<file path="config.mk">
export PLATFORM = sky130hd
export DESIGN_NAME = pipe_skid_stage
export DESIGN_NICKNAME = d
export VERILOG_FILES = /design/src/rtl/pipe_pkg.sv /design/src/rtl/pipe_sat_ctr.sv /design/src/rtl/pipe_skid_stage.sv
export SDC_FILE = /design/constraint.sdc
export NUM_CORES = 1
export LEC_CHECK = 0
export CORE_ASPECT_RATIO = 1.1
export CORE_UTILIZATION = 47
export DETAILED_ROUTE_END_ITERATION = 16
export GPL_TIMING_DRIVEN = 0
export PLACE_DENSITY_LB_ADDON = 0.05
export SYNTH_ARGS = -nofsm -noshare
export SYNTH_HDL_FRONTEND = slang
export SYNTH_SLANG_ARGS = --single-unit
</file>
<file path="constraint.sdc">
create_clock -name clk_i -period 7.01 [get_ports clk_i]
set_input_delay 1.7525 -clock clk_i [delete_from_list [all_inputs] [get_ports clk_i]]
set_output_delay 1.7525 -clock clk_i [all_outputs]
set_load 0.05 [all_outputs]
</file>
<file path="src/rtl/pipe_pkg.sv">
// ---------------------------------------------------------------------------
// pipe_pkg
// Shared definitions for the pipeline skid stage: default datapath, control
// and stall-counter widths, and the occupancy state encoding.
// ---------------------------------------------------------------------------
package pipe_pkg;

  localparam int DATA_W_DEF = 32;
  localparam int CTRL_W_DEF = 8;
  localparam int CNT_W_DEF  = 16;

  // Occupancy of the stage: nothing held, main entry only, main plus skid.
  typedef enum logic [1:0] {
    EMPTY = 2'd0,
    ONE   = 2'd1,
    TWO   = 2'd2
  } skid_state_e;

endpackage : pipe_pkg

</file>
<file path="src/rtl/pipe_sat_ctr.sv">
// ---------------------------------------------------------------------------
// pipe_sat_ctr
// Saturating up-counter. Increments by one on each clock where inc_i is high
// and sticks at its all-ones value. Cleared only by the asynchronous reset.
//
// Ports:
//   clk_i  - clock, rising edge
//   rst_i  - asynchronous active-high reset, clears the count
//   inc_i  - increment request for this cycle
//   cnt_o  - current count (CNT_W bits)
// ---------------------------------------------------------------------------
module pipe_sat_ctr
  import pipe_pkg::*;
#(
  parameter int CNT_W = CNT_W_DEF
) (
  input  logic             clk_i,
  input  logic             rst_i,
  input  logic             inc_i,
  output logic [CNT_W-1:0] cnt_o
);

  localparam logic [CNT_W-1:0] CNT_MAX  = {CNT_W{1'b1}};
  localparam logic [CNT_W-1:0] CNT_STEP = {{(CNT_W-1){1'b0}}, 1'b1};

  logic [CNT_W-1:0] cnt_q;

  // Stop at the maximum so a long stall never wraps back to a small value.
  always_ff @(posedge clk_i or posedge rst_i) begin
    if (rst_i) begin
      cnt_q <= '0;
    end else if (inc_i && (cnt_q != CNT_MAX)) begin
      cnt_q <= cnt_q + CNT_STEP;
    end
  end

  assign cnt_o = cnt_q;

endmodule : pipe_sat_ctr

</file>
<file path="src/rtl/pipe_skid_stage.sv">
// ---------------------------------------------------------------------------
// pipe_skid_stage
// Two-entry valid/ready pipeline register with a skid buffer. in_ready_o is
// decoded from registered state only, so there is no combinational path from
// out_ready_i back to the upstream stage. Entries leave in strict FIFO order.
// A flush kills both held entries; the control bundle reads zero whenever no
// valid entry is presented. Cycles where the output is valid but not accepted
// are counted in a saturating stall counter that survives flushes.
//
// Ports:
//   clk_i        - clock, rising edge
//   rst_i        - asynchronous active-high reset
//   flush_i      - synchronous kill of all held entries
//   in_valid_i   - upstream offers an entry
//   in_ready_o   - stage can accept an entry this cycle
//   in_data_i    - upstream payload (DATA_W)
//   in_ctrl_i    - upstream control bundle (CTRL_W)
//   out_valid_o  - downstream entry valid
//   out_ready_i  - downstream accepts the entry this cycle
//   out_data_o   - downstream payload (DATA_W)
//   out_ctrl_o   - downstream control bundle, zero when not valid (CTRL_W)
//   stall_cnt_o  - saturating count of stalled output cycles (CNT_W)
// ---------------------------------------------------------------------------
module pipe_skid_stage
  import pipe_pkg::*;
#(
  parameter int DATA_W = DATA_W_DEF,
  parameter int CTRL_W = CTRL_W_DEF,
  parameter int CNT_W  = CNT_W_DEF
) (
  input  logic              clk_i,
  input  logic              rst_i,
  input  logic              flush_i,
  input  logic              in_valid_i,
  output logic              in_ready_o,
  input  logic [DATA_W-1:0] in_data_i,
  input  logic [CTRL_W-1:0] in_ctrl_i,
  output logic              out_valid_o,
  input  logic              out_ready_i,
  output logic [DATA_W-1:0] out_data_o,
  output logic [CTRL_W-1:0] out_ctrl_o,
  output logic [CNT_W-1:0]  stall_cnt_o
);

  localparam int ENTRY_W = DATA_W + CTRL_W;

  skid_state_e        state_q, state_d;
  logic [ENTRY_W-1:0] main_q;
  logic [ENTRY_W-1:0] skid_q;
  logic [ENTRY_W-1:0] in_entry;

  logic in_fire;
  logic out_fire;
  logic main_from_in;
  logic main_from_skid;
  logic skid_from_in;

  // Entries are stored as {ctrl, data}.
  assign in_entry = {in_ctrl_i, in_data_i};

  assign in_ready_o  = (state_q != TWO);
  assign out_valid_o = (state_q != EMPTY);
  assign in_fire     = in_valid_i & in_ready_o;
  assign out_fire    = out_valid_o & out_ready_i;

  // State register.
  always_ff @(posedge clk_i or posedge rst_i) begin
    if (rst_i) begin
      state_q <= EMPTY;
    end else begin
      state_q <= state_d;
    end
  end

  // Next-state and register-load decode. The skid entry is only filled when
  // main is occupied and cannot drain, which is what keeps ordering FIFO.
  // Flush overrides everything so a same-cycle input entry is dropped.
  always_comb begin
    state_d        = state_q;
    main_from_in   = 1'b0;
    main_from_skid = 1'b0;
    skid_from_in   = 1'b0;
    unique case (state_q)
      EMPTY: begin
        if (in_fire) begin
          main_from_in = 1'b1;
          state_d      = ONE;
        end
      end
      ONE: begin
        if (in_fire && out_fire) begin
          main_from_in = 1'b1;
        end else if (in_fire) begin
          skid_from_in = 1'b1;
          state_d      = TWO;
        end else if (out_fire) begin
          state_d = EMPTY;
        end
      end
      TWO: begin
        if (out_fire) begin
          main_from_skid = 1'b1;
          state_d        = ONE;
        end
      end
      default: begin
        state_d = EMPTY;
      end
    endcase
    if (flush_i) begin
      state_d        = EMPTY;
      main_from_in   = 1'b0;
      main_from_skid = 1'b0;
      skid_from_in   = 1'b0;
    end
  end

  // Entry storage. Payload is left untouched on flush; only the state marks
  // the entries dead, and the control bundle is masked at the output.
  always_ff @(posedge clk_i or posedge rst_i) begin
    if (rst_i) begin
      main_q <= '0;
      skid_q <= '0;
    end else begin
      if (main_from_in) begin
        main_q <= in_entry;
      end else if (main_from_skid) begin
        main_q <= skid_q;
      end
      if (skid_from_in) begin
        skid_q <= in_entry;
      end
    end
  end

  assign out_data_o = main_q[DATA_W-1:0];
  assign out_ctrl_o = out_valid_o ? main_q[ENTRY_W-1:DATA_W] : '0;

  pipe_sat_ctr #(
    .CNT_W (CNT_W)
  ) u_stall_ctr (
    .clk_i (clk_i),
    .rst_i (rst_i),
    .inc_i (out_valid_o & ~out_ready_i),
    .cnt_o (stall_cnt_o)
  );

endmodule : pipe_skid_stage

</file>
==> key figures, run 1 <==
GRT
  • Global-route wire length before repair: 16070 um
  • GR Util All Layers: 19.53%
  • Initial antenna violation count: 0
  • GRT Residual Overflow: 0
  • Vias in the first global route: 3298
  • Largest net degree at the start of global routing: 68

Yosys
  • Top cell type's share of synthesized area: 52.84%
  • Synth cell count leaders: dfrtp_1, nor2_1, a21oi_1, mux2i_1, buf_4
  • Syn Nets: 437
  • Sequential area share after synthesis: 52.84%
  • Synth Cell Area: 0.004641 mm^2
  • Main combinational cell family by area after synthesis: multiplexers
  • Synth area leaders: dfrtp_1, mux2i_1, mux2_2
  • Number of synthesized register bits: 98
  • Mux contribution to synthesized area: 18.98%
  • Adder-cell share of the synthesized area: 0.2696%
  • Post-Syn Instances: 391
  • Compound-Gate Fraction of Synth Area: 6.983%
  • Cell accounting for the most synthesized area: dfrtp_1
  • Syn avg cell area: 11.87 um^2
  • Cell variety after synth: 39
  • Most common cell in the netlist: dfrtp_1
  • Asr flop ratio synth: 100.0%
  • Synth Area in Simple Gates: 11.38%
  • Post-synth top flop: dfrtp_1
  • EDFF count, synth: 0
  • XOR/XNOR share of the synthesized area: 1.887%
  • Warnings, synthesis: 0

Cells and area
  • Layout cells sized above 1: 18.86%
  • Fin util: 63.39%
  • Fin nets: 550
  • P&R area growth vs syn: 29.63%
  • Antenna cell count: 0

Min path
  • Worst Min Path Start: skid_q[30]$_DFFE_PP0P_
  • Min-Delay Path Class: reg2reg

STA
  • Fin. max-slew vios: 0
  • Setup Skew: 13.29 ps
  • Hold_ws: 498.8 ps
  • Maximum clock rate: 241.9 MHz
  • Setup TNS: 0 ps
  • Worst slew pin tran: 783.7 ps
  • Setup violators final: 0
  • Hold Fails Final Rpt: 0
  • Slew headroom: 47.56%
  • RSZ-0062 raised after global routing: no
  • Final min period: 4134 ps
  • Fin crit share: 58.97%
  • Slack of the critical path: 2876 ps

Clocking
  • Maximum root-to-sink buffer count: 2
  • Max H-tree Level: 3
  • Total CTS buffers: 9
  • Clock insertion delay at the later pin of the skew report: 360 ps
  • Post-CTS setup buffers: 0
  • Post_cts resized: 0
  • Sink Count: 98
  • CTS Hold Buffers Added: 0
  • Worst-path clk slew: 100 ps
  • CTS tree: done
  • Root buf cell: clkbuf_8

Worst setup path
  • Buffers & Inverters on Critical Path: 1
  • Startpoint types: flop
  • Data arrival time of the worst path: 2380 ps
  • Worst R2R Start: state_q[0]$_DFFE_PP0P_
  • Setup CP Type: reg2out
  • Slowest cell on crit path: clkdlybuf4s50_1
  • Delay of the slowest critical-path stage: 740 ps
  • CP endpoint kind: output pin
  • CP cell instances: nor2_1 -> nor2b_1 -> clkdlybuf4s50_1
  • Worst-path maximum fanout: 10
  • Top cell family by delay on the critical path: simple AND/OR/NAND/NOR gates
  • Worst setup path startpoint: state_q[1]$_DFFE_PP0P_
  • Worst EP required: 5260 ps

Power and ir drop
  • Total Power: 1.694 mW
  • Peak supply drop: 0.0002303 V
  • Leak Pwr: 2.508 nW
  • PD cells: 281.6 mW/mm^2

Die
  • Total die area: 0.01028 mm^2
  • Die Ht: 106.2 um
  • Core Rows: 37
  • Die width: 96.74 um
  • Num ports: 103
  • Initial cell density of the core: 48.90%
  • Core Area: 0.009490 mm^2

Routing
  • Routed WL per cell: 14.95 um
  • Initial DRC count: 105
  • Detailed-route via count: 3217
  • Via density per instance: 5.139
  • DRC Markers: 0
  • Drt total wl: 9361 um
  • Drt pass-1 iters: 4
  • Antenna viol nets, final: 0

Place
  • Final GP Congestion: 0.7670
  • Final HPWL DP: 6486 um
  • IO Port Bufs: 101
  • Place WS: 3232 ps

Status
  • Status: finished clean

Run
  • Number of max-cap violations: 0
path summary, 6_finish.rpt:
kind,to,slack (ps),cells past startpoint
worst max-delay path,out_ctrl_o[1],2880,3
worst min-delay path,skid_q[30]$_DFFE_PP0P_,500,1
worst max register to register,main_q[5]$_DFFE_PP0P_,5220,4
worst min register to register,skid_q[30]$_DFFE_PP0P_,500,1
max in group asynchronous,main_q[38]$_DFFE_PP0P_,4590,3
min in group asynchronous,main_q[25]$_DFFE_PP0P_,1750,2
metrics by stage:
| stage | instance area, um^2 | instances |
|---|---|---|
| floorplan | 4641 | 391 |
| global placement | 5798 | 609 |
| detailed placement | 5828 | 610 |
| CTS | 6016 | 626 |
| global route | 6016 | 626 |
| finish | 6016 | 626 |
cell type report:
type	count	area [um^2]
fillers	779	3475
flip-flops and latches	98	2452
multi-input cells	240	1833
repair buffers	102	1039
plain buffers	50	344.1
well taps	117	146.4
clock buffers	12	135.1
clock inverters	4	52.55
inverters	3	13.76
registers in the layout, indices dropped and copies added, names as in the netlist:
register,count
state_q,2
main_q,40
u_stall_ctr.cnt_o,16
skid_q,40
power by group:
group,internal (mW),switching [mW]
clock,0.166,0.190
combinational,0.253,0.324
sequential,0.688,0.0743
cell families after synthesis:
logic type	Yosys count
XOR/XNOR	10
multiplexers	82
AND/OR/NAND/NOR	91
flip-flops	98
adder cells (fa/ha/maj)	1
AO/OA/AOI/OAI	56
buffers and inverters	53
per-layer routing:
metal  track usage, %  part of all wire (%)  vias to the layer above
li1                 -                     -                     1559
met1            25.02                    46                     1584
met2            33.35                    50                       64
met3            3.748                   3.0                       10
met4            6.397                   1.2                        0
met5                0                     0                        -
cells in the final DEF (no fill, tap or decap), types with 2 or more instances in the layout:
| cell | Yosys | layout |
|---|---|---|
| clkdlybuf4s50_1 | 0 | 101 |
| dfrtp_1 | 98 | 98 |
| nor2_1 | 46 | 46 |
| a21oi_1 | 45 | 45 |
| mux2i_1 | 40 | 40 |
| buf_4 | 32 | 32 |
| mux2_2 | 29 | 29 |
| clkbuf_1 | 9 | 12 |
| mux2_1 | 11 | 11 |
| nor2b_1 | 10 | 10 |
| clkbuf_8 | 0 | 9 |
| nand3_1 | 8 | 8 |
| xnor2_1 | 7 | 7 |
| nand2_1 | 6 | 6 |
| nand4_1 | 4 | 4 |
| buf_2 | 4 | 4 |
| buf_6 | 4 | 4 |
| and4_1 | 3 | 3 |
| nor4_4 | 3 | 3 |
| xor2_1 | 3 | 3 |
| clkinvlp_4 | 0 | 3 |
| a31oi_1 | 2 | 2 |
| and3_1 | 2 | 2 |
| o211ai_1 | 2 | 2 |
| nor3b_1 | 2 | 2 |
| inv_1 | 3 | 2 |
| mux2_4 | 2 | 2 |
| a211oi_1 | 2 | 2 |
Power figures use the tool's default switching activity.
==> inputs of run 2 (changes only) <==
--- a/config.mk
+++ b/config.mk
@@ -6,7 +6,7 @@
 export NUM_CORES = 1
 export LEC_CHECK = 0
 export CORE_ASPECT_RATIO = 1.1
-export CORE_UTILIZATION = 47
+export CORE_UTILIZATION = 46
 export DETAILED_ROUTE_END_ITERATION = 16
 export GPL_TIMING_DRIVEN = 0
 export PLACE_DENSITY_LB_ADDON = 0.05
==> constraint.sdc (replaced) <==
create_clock -name clk_i -period 3.3 [get_ports clk_i]
set_input_delay 0.825 -clock clk_i [delete_from_list [all_inputs] [get_ports clk_i]]
set_output_delay 0.825 -clock clk_i [all_outputs]
set_load 0.05 [all_outputs]
==> run 2 against run 1 <==
The flow now finishes with violations (design-rule violations); first-iteration DRC count decreased by 0.95%; worst setup slack got worse by 2600 ps; register-to-register slack got worse by 3700 ps; core utilization decreased by 1.7 points; sequential power increased by 110%; sequential share of layout area decreased by 0.34 points; critical path type unchanged; largest power group unchanged.
==> key figures, run 2 (synthesis results as in run 1) <==
Worst setup path
  • CP endpoint kind: output pin
  • Worst R2R Start: state_q[0]$_DFFE_PP0P_
  • Worst setup path startpoint: state_q[1]$_DFFE_PP0P_
  • Setup CP Type: reg2out
  • Startpoint types: flop
  • Reg2reg path depth: 5
  • Worst-path maximum fanout: 10
  • Data arrival time of the worst path: 2180 ps
  • Worst EP required: 2470 ps

Clocking
  • Total CTS buffers: 9
  • Post-CTS setup buffers: 0
  • Clock insertion delay at the later pin of the skew report: 360 ps
  • Worst-path clk slew: 90 ps
  • Maximum root-to-sink buffer count: 2
  • Max H-tree Level: 3
  • CTS Hold Buffers Added: 0
  • CTS tree: done
  • Root buf cell: clkbuf_8
  • Post_cts resized: 0
  • Sink Count: 98

Routing
  • Routed WL per cell: 15.31 um
  • Drt pass-1 iters: 10
  • Antenna viol nets, final: 0
  • Via density per instance: 5.132
  • DRC Markers: 12
  • Detailed-route via count: 3228
  • Drt total wl: 9628 um
  • Initial DRC count: 104

Power and ir drop
  • Total Power: 3.703 mW
  • Leak Pwr: 2.538 nW
  • Peak supply drop: 0.0005521 V
  • PD cells: 610.4 mW/mm^2

STA
  • Fin crit share: 91.07%
  • Setup violators final: 0
  • RSZ-0062 raised after global routing: no
  • Hold_ws: 500.9 ps
  • Maximum clock rate: 332.7 MHz
  • Worst slew pin tran: 857.3 ps
  • Fin. max-slew vios: 0
  • Setup TNS: 0 ps
  • Hold Fails Final Rpt: 0
  • Final min period: 3005 ps
  • Setup Skew: 9.210 ps
  • Slack of the critical path: 294.6 ps
  • Slew headroom: 42.73%

Die
  • Die width: 97.77 um
  • Core Area: 0.009842 mm^2
  • Total die area: 0.01049 mm^2
  • Initial cell density of the core: 47.15%
  • Core Rows: 38
  • Die Ht: 107.3 um
  • Num ports: 103

Cells and area
  • Cell area after layout: 0.006067 mm^2
  • Most frequent cells in the layout: clkdlybuf4s50_1, dfrtp_1, nor2_1, a21oi_1, mux2i_1
  • Fin cells: 629
  • Antenna cell count: 0
  • Register area: 0.002452 mm^2
  • P&R area growth vs syn: 30.74%
  • Fin nets: 551
  • Filler instances: 845
  • Most common cell after layout, fill and taps aside: clkdlybuf4s50_1
  • Fin util: 61.65%
  • Multi-input logic area: 0.001836 mm^2
  • Layout cells sized above 1: 19.25%

Place
  • DP Area: 0.005846 mm^2
  • Final GP Congestion: 0.7618
  • IO Port Bufs: 101
  • Place WS: 416.5 ps
  • Final HPWL DP: 6725 um
  • Number of placed instances, taps included: 614

GRT
  • Vias in the first global route: 3341
  • Largest net degree at the start of global routing: 39
  • Global-route wire length before repair: 16270 um
  • Initial antenna violation count: 0
  • GR Util All Layers: 19.99%
  • GRT Residual Overflow: 0

Min path
  • Min-Delay Path Class: reg2reg
  • Hold Path Depth: 1
  • Worst Min Path Start: skid_q[35]$_DFFE_PP0P_

Status
  • Status: finished with violations
  • Failing checks: design-rule violations

Run
  • Number of max-cap violations: 0
run 2: changes by cell type in the layout (fill, tap and decap cells not counted):
cell | before | now
buf_12 | 0 | 2
nor2_1 | 46 | 45
clkbuf_1 | 12 | 11
inv_4 | 1 | 0
buf_16 | 1 | 0
clkbuf_8 | 9 | 11
clkinvlp_4 | 3 | 1
nor2_2 | 0 | 1
bufinv_16 | 1 | 2
run 2: metal layers:
layer	track usage, %	routed length (um)	vias up
li1	-	-	1554
met3	4.156	415	8
met2	33.54	4742	75
met4	6.926	114	0
met1	25.79	4355	1591
met5	0	0	-
run 2: cell type report:
class                   count  area share (%)
well taps                 120           2.475
flip-flops and latches     98           40.42
inverters                   3          0.2475
repair buffers            103           17.32
clock buffers              13           2.619
multi-input cells         240           30.25
plain buffers              50           5.671
clock inverters             2          0.9899
run 2: final timing paths:
kind | to | slack (ps)
setup / recovery | out_ctrl_o[5] | 290
hold / removal | skid_q[35]$_DFFE_PP0P_ | 500
setup reg to reg | main_q[36]$_DFFE_PP0P_ | 1480
hold reg to reg | skid_q[35]$_DFFE_PP0P_ | 500
max in group asynchronous | main_q[0]$_DFFE_PP0P_ | 1670
min in group asynchronous | skid_q[15]$_DFFE_PP0P_ | 980
run 2: power breakdown:
part	switching (mW)	internal [mW]
Clock	0.388	0.466
Combinational	0.691	0.539
Sequential	0.159	1.46
run 2: critical path: stages, from the launching register on:
cell and delay, ps:
dfrtp_1 510, nor2_2 460, nor2b_1 130, clkdlybuf4s50_1 720
